<file path="config.mk">
export PLATFORM = sky130hd
export DESIGN_NAME = buffer_read_ctrl_flat
export DESIGN_NICKNAME = d
export VERILOG_FILES = /design/src/rtl/buffer_read_ctrl_if.sv /design/src/rtl/buffer_read_ctrl.sv /design/src/flat_wrapper.sv
export SDC_FILE = /design/constraint.sdc
export NUM_CORES = 1
export LEC_CHECK = 0
export CELL_PAD_IN_SITES_DETAIL_PLACEMENT = 2
export CELL_PAD_IN_SITES_GLOBAL_PLACEMENT = 2
export CORE_ASPECT_RATIO = 1.4
export CORE_UTILIZATION = 33
export DETAILED_ROUTE_END_ITERATION = 8
export PLACE_DENSITY_LB_ADDON = 0.25
export SLEW_MARGIN = 20
export SYNTH_ARGS = -nofsm -noshare
export SYNTH_HDL_FRONTEND = slang
export SYNTH_SLANG_ARGS = --single-unit
</file>
<file path="constraint.sdc">
create_clock -name clock -period 5.05 [get_ports clock]
set_input_delay 1.01 -clock clock [delete_from_list [all_inputs] [get_ports clock]]
set_output_delay 1.01 -clock clock [all_outputs]
set_load 0.05 [all_outputs]
</file>
<file path="src/rtl/buffer_read_ctrl_if.sv">
// Raster position in, line-buffer RAM read port out.
// The controller takes the master side; the RAM/timing side takes the slave side.
interface buffer_read_ctrl_if #(
    parameter int ADDR_WIDTH = 15,
    parameter int CNT_WIDTH  = 12
);
    logic [CNT_WIDTH-1:0]  counterX;
    logic [CNT_WIDTH-1:0]  counterY;
    logic [ADDR_WIDTH-1:0] rdaddr;
    logic                  rden;
    logic                  pixel_valid;

    modport master (
        input  counterX,
        input  counterY,
        output rdaddr,
        output rden,
        output pixel_valid
    );

    modport slave (
        output counterX,
        output counterY,
        input  rdaddr,
        input  rden,
        input  pixel_valid
    );
endinterface

</file>
<file path="src/rtl/buffer_read_ctrl.sv">
// Read-side sequencer for the capture line buffer: arms on the write-side trigger,
// syncs to the output frame origin, then issues one RAM read per active output pixel.
//
//   state | meaning
//   IDLE  | waiting for starttrigger while enabled
//   ARMED | trigger seen, waiting for raster origin (0,0)
//   RUN   | generating reads; line base restarts at every frame origin
module buffer_read_ctrl #(
    parameter int ADDR_WIDTH  = 15,
    parameter int CNT_WIDTH   = 12,
    parameter int RAM_LATENCY = 2
) (
    input  logic                  clock,
    input  logic                  reset,
    input  logic                  enable,
    input  logic                  starttrigger,
    input  logic [CNT_WIDTH-1:0]  h_active_start,
    input  logic [CNT_WIDTH-1:0]  h_active_end,
    input  logic [CNT_WIDTH-1:0]  v_active_start,
    input  logic [CNT_WIDTH-1:0]  v_active_end,
    input  logic [ADDR_WIDTH-1:0] buffer_line_length,
    input  logic [ADDR_WIDTH-1:0] ram_numwords,
    input  logic                  repeat_lines,
    buffer_read_ctrl_if.master    bus,
    output logic                  frame_start,
    output logic [1:0]            state
);

    typedef enum logic [1:0] {
        IDLE  = 2'd0,
        ARMED = 2'd1,
        RUN   = 2'd2
    } state_t;

    state_t                  state_q;
    logic [ADDR_WIDTH-1:0]   line_base;
    logic                    line_phase;
    logic [CNT_WIDTH-1:0]    counterX_prev;
    logic [RAM_LATENCY-1:0]  valid_pipe;

    logic                    frame_origin;
    logic                    h_active;
    logic                    v_active;
    logic                    read_now;
    logic                    line_end_edge;
    logic                    line_advance;
    logic [CNT_WIDTH-1:0]    x_offset;
    logic [ADDR_WIDTH-1:0]   read_addr;
    logic [ADDR_WIDTH-1:0]   wrap_limit;

    assign frame_origin  = (bus.counterX == '0) && (bus.counterY == '0);
    assign h_active      = (bus.counterX >= h_active_start) && (bus.counterX < h_active_end);
    assign v_active      = (bus.counterY >= v_active_start) && (bus.counterY < v_active_end);
    assign read_now      = (state_q == RUN) && enable && h_active && v_active;

    // Edge on the end-of-line column so a stalled counter advances only once.
    assign line_end_edge = (bus.counterX == h_active_end) && (counterX_prev != h_active_end);
    assign line_advance  = (state_q == RUN) && enable && v_active && line_end_edge;

    assign x_offset      = bus.counterX - h_active_start;
    assign read_addr     = line_base + ADDR_WIDTH'(x_offset);
    assign wrap_limit    = ram_numwords - buffer_line_length;

    assign state           = state_q;
    assign bus.pixel_valid = valid_pipe[RAM_LATENCY-1];

    always_ff @(posedge clock or posedge reset) begin
        if (reset) begin
            state_q       <= IDLE;
            bus.rdaddr    <= '0;
            bus.rden      <= 1'b0;
            frame_start   <= 1'b0;
            line_base     <= '0;
            line_phase    <= 1'b0;
            counterX_prev <= '0;
            valid_pipe    <= '0;
        end else begin
            counterX_prev <= bus.counterX;
            frame_start   <= 1'b0;

            // Tracks RAM read latency; keeps draining after leaving RUN.
            valid_pipe[0] <= bus.rden;
            for (int i = 1; i < RAM_LATENCY; i++) begin
                valid_pipe[i] <= valid_pipe[i-1];
            end

            bus.rden <= read_now;
            if (read_now) begin
                bus.rdaddr <= read_addr;
            end

            case (state_q)
                IDLE: begin
                    if (enable && starttrigger) begin
                        state_q <= ARMED;
                    end
                end
                ARMED: begin
                    if (!enable) begin
                        state_q <= IDLE;
                    end else if (frame_origin) begin
                        state_q     <= RUN;
                        line_base   <= '0;
                        line_phase  <= 1'b0;
                        frame_start <= 1'b1;
                    end
                end
                RUN: begin
                    if (!enable) begin
                        state_q <= IDLE;
                    end else if (frame_origin) begin
                        line_base   <= '0;
                        line_phase  <= 1'b0;
                        frame_start <= 1'b1;
                    end else if (line_advance) begin
                        if (repeat_lines && !line_phase) begin
                            line_phase <= 1'b1;
                        end else begin
                            line_phase <= 1'b0;
                            if (line_base < wrap_limit) begin
                                line_base <= line_base + buffer_line_length;
                            end else begin
                                line_base <= '0;
                            end
                        end
                    end
                end
                default: state_q <= IDLE;
            endcase
        end
    end

endmodule

</file>
<file path="src/flat_wrapper.sv">
// flat-port wrapper written by rule: the top's interface ports become plain ports
module buffer_read_ctrl_flat 
#(
    parameter int ADDR_WIDTH  = 15,
    parameter int CNT_WIDTH   = 12,
    parameter int RAM_LATENCY = 2
)
  (clock, reset, enable, starttrigger, h_active_start, h_active_end, v_active_start, v_active_end, buffer_line_length, ram_numwords, repeat_lines, frame_start, state, bus_counterX, bus_counterY, bus_rdaddr, bus_rden, bus_pixel_valid);
  buffer_read_ctrl_if #(.ADDR_WIDTH(ADDR_WIDTH), .CNT_WIDTH(CNT_WIDTH)) bus_i ();
  input  logic clock;
  input  logic reset;
  input  logic enable;
  input  logic starttrigger;
  input  logic [CNT_WIDTH-1:0] h_active_start;
  input  logic [CNT_WIDTH-1:0] h_active_end;
  input  logic [CNT_WIDTH-1:0] v_active_start;
  input  logic [CNT_WIDTH-1:0] v_active_end;
  input  logic [ADDR_WIDTH-1:0] buffer_line_length;
  input  logic [ADDR_WIDTH-1:0] ram_numwords;
  input  logic repeat_lines;
  output logic frame_start;
  output logic [1:0] state;
  input wire logic [$bits(bus_i.counterX)-1:0] bus_counterX;
  input wire logic [$bits(bus_i.counterY)-1:0] bus_counterY;
  output wire logic [$bits(bus_i.rdaddr)-1:0] bus_rdaddr;
  output wire logic [$bits(bus_i.rden)-1:0] bus_rden;
  output wire logic [$bits(bus_i.pixel_valid)-1:0] bus_pixel_valid;
  assign bus_i.counterX = bus_counterX;
  assign bus_i.counterY = bus_counterY;
  assign bus_rdaddr = bus_i.rdaddr;
  assign bus_rden = bus_i.rden;
  assign bus_pixel_valid = bus_i.pixel_valid;
  buffer_read_ctrl #(.ADDR_WIDTH(ADDR_WIDTH), .CNT_WIDTH(CNT_WIDTH), .RAM_LATENCY(RAM_LATENCY)) u_core (.clock(clock), .reset(reset), .enable(enable), .starttrigger(starttrigger), .h_active_start(h_active_start), .h_active_end(h_active_end), .v_active_start(v_active_start), .v_active_end(v_active_end), .buffer_line_length(buffer_line_length), .ram_numwords(ram_numwords), .repeat_lines(repeat_lines), .bus(bus_i), .frame_start(frame_start), .state(state));
endmodule
</file>
==> out/results.txt <==
fin cells = 944
total global-route track usage = 0.215
FF+latch count, synth = 49
Crit Path Category = input port to register
status = finished clean
R2R Setup Slk = 1990 ps
clock root buffer = clkbuf_16
worst-case clock buffer depth = 2
FP Rows = 54
via/cell ratio = 5.31
Post-synth ARST share = 1.00
Slowest Stage Delay on Critical Path = 460 ps
Pins Over Slew Limit = 0
die span in y = 153 um
gp weighted congestion = 0.798
max-cap viol count = 0
Power Density = 321 nW/um2
Post-CTS Hold Fix Bufs = 0
Avg Inst Size Synth = 8.89 um2
CP startpoint kind = input port
YS warnings = 0
synthesized area = 5380 um2
met2 WL = 10300 um
Max Clock Freq = 203 MHz
hold_sp = u_core.valid_pipe[0]
post-route ant nets = 0
largest net degree at the start of global routing = 50
max layer used = met4
DR pass1 iterations = 4
Leakage = 3.58 nW
starting DRC count in detailed routing = 110
hold_ws = 371 ps
Placed Cells = 933
WL met3 = 349 um
worst slew pin tran = 878 ps
H-tree depth = 2
Post-synth EDFFs = 0
Max FO, Critical Path = 4
Period minus WS final = 4920 ps
TNS Setup = 0 ps
NumNets Final = 962
initial antenna violation count = 0
Die W = 110 um
Synthesized Nets = 820
capture point of the worst reg-to-reg path = u_core.line_base[14]
Hold EP = u_core.valid_pipe[1]
DRT Wirelength = 17600 um
area leader, netlist = ha_1
placed inst area = 6920 um2
n_diodes = 0
Ports = 127
dominant cells by area after synthesis = ha_1 24%, dfrtp_1 23%, xnor2_1 5.9%, inv_1 5.5%, a21oi_1 3.8%
CP top delay family = compound AO/OA/AOI/OAI gates
RR Startpoint = u_core.line_base[0]
Synth top cells by count = 104 x ha_1, 79 x inv_1, 49 x dfrtp_1
Design Area, Final = 7170 um2
most common cell in the netlist = ha_1
Slew headroom = 0.414
clk_lat worst skew = 290 ps
R2R depth = 10
Distinct cells, synth = 56
CTS Buf Count = 5
Post-Synthesis Cells = 605
Met1 Wirelength = 6650 um
critical path, cell by cell = clkdlybuf4s50_1 > inv_1 > ha_1 > inv_1 > fa_1 > a21o_1 > a21oi_2 > o21ai_1 > o41a_1 > xor2_1 > ha_1 > a21o_1 > a21oi_1 > o31ai_1 > nand3_1 > a21boi_0 > xor2_1 > mux2_4
vias in the first global route = 5858
routed len/inst = 18.6 um
Syn-to-layout area delta = 33.2%
buffers added on ports = 126
Worst EP required = 5230 ps
Core ar. = 15700 um2
worst min-delay path class = register to register
clk sinks = 49
first-pass GRT wire length = 28300 um
CP max-delay cell = clkdlybuf4s50_1
final setup fails = 0
Seq/Total Area, Yosys = 0.228
Core Util, Final = 0.455
Yosys top cell area share = 0.242
Initial Utilization = 0.342
post-route DRC violation count = 0
Most used DFF post-synth = dfrtp_1
worst clock skew = 3.15 ps
Die ar. = 16800 um2
layout cell share with drive strength beyond 1 = 0.0709
TritonCTS clock tree = built
Worst Hold Depth = 0
fin crit share = 0.974
final number of hold-violating endpoints = 0
routed vias = 5016
Buf/Inv on CP = 3
Worst VDD drop = 169 uV
Overflow after GRT = 0
Crit path arrival time = 5100 ps
CTS clk-pin slew, worst paths = 70 ps
hpwl dp = 15100 um
CP endpoint kind = register
==> where the power goes <==
| part | total, mW | switching [mW] | internal, mW |
|---|---|---|---|
| logic | 1.35 | 0.748 | 0.607 |
| clock network | 0.375 | 0.162 | 0.213 |
| registers | 0.572 | 0.0975 | 0.474 |
==> cell families after synthesis <==
logic type | synth area share
compound gates | 0.197
xor+xnor | 0.0928
fa+ha+maj | 0.257
buf+inv | 0.0625
flops | 0.228
mux | 0.0405
simple gates | 0.123
==> through the flow <==
stage,setup WS [ps],total power [mW]
2_1_floorplan,486,1.46
3_3_place_gp,-11.3,1.83
3_5_place_dp,-398,1.91
4_1_cts,3.91,2.31
5_1_grt,-36.2,2.47
6_report,132,2.30
==> final cells by class <==
| cell class | count | area (um2) |
|---|---|---|
| clock buffer | 7 | 153 |
| clock inverter | 1 | 8.76 |
| fill | 1729 | 8570 |
| inverter | 79 | 298 |
| multi-input combinational | 473 | 3870 |
| sequential | 49 | 1230 |
| tap | 196 | 245 |
| timing repair buffer | 139 | 1370 |
==> layout by cell type (no fill, tap or decap), drive strengths merged, types with 4 or more instances in the layout <==
cell	count
a21o	23
a22o	13
dfrtp	49
ha	104
nor3	10
nand2b	8
buf	13
nor4	8
xnor2	36
a211oi	5
nor2	30
nand4	11
a211o	4
nand2	26
inv	79
clkdlybuf4s50	125
o21a	9
mux2	14
clkbuf	7
o31ai	4
xor2	21
nor2b	10
and3	4
fa	4
o21ai	33
a21oi	43
nand3	15
==> state kept, by name, indices dropped and copies added, names as in the netlist <==
name	cells
u_core.state	2
u_core.bus.rdaddr	15
u_core.valid_pipe	2
u_core.line_phase	1
u_core.line_base	15
u_core.frame_start	1
u_core.bus.rden	1
u_core.counterX_prev	12
==> how the worst max path moves through the flow <==
stage / from / endpoint / slack (ps) / depth (start not counted)
after floorplan: ram_numwords[0] / u_core.line_base[14] / 490 / 22
after global placement: buffer_line_length[0] / u_core.line_base[14] / -10 / 22
after detailed placement: buffer_line_length[0] / u_core.line_base[14] / -400 / 22
after CTS: buffer_line_length[0] / u_core.line_base[14] / 4 / 22
after global routing: bus_counterX[0] / u_core.bus.rdaddr[13] / -40 / 18
final: bus_counterX[0] / u_core.bus.rdaddr[13] / 130 / 18
==> repair_timing <==
item	CTS	global route
endpoints found under the hold margin	0	0
cloned	1	0
gates resized for setup	8	16
pin swaps	0	11
setup endpoints to repair	15	17
setup buffers	0	2
==> routing by layer <==
layer,vias to the layer above,GRT usage
li1,2449,-
met1,2479,0.222
met2,76,0.447
met3,12,0.0132
met4,0,0.0476
met5,-,0
Power figures use the tool's default switching activity.
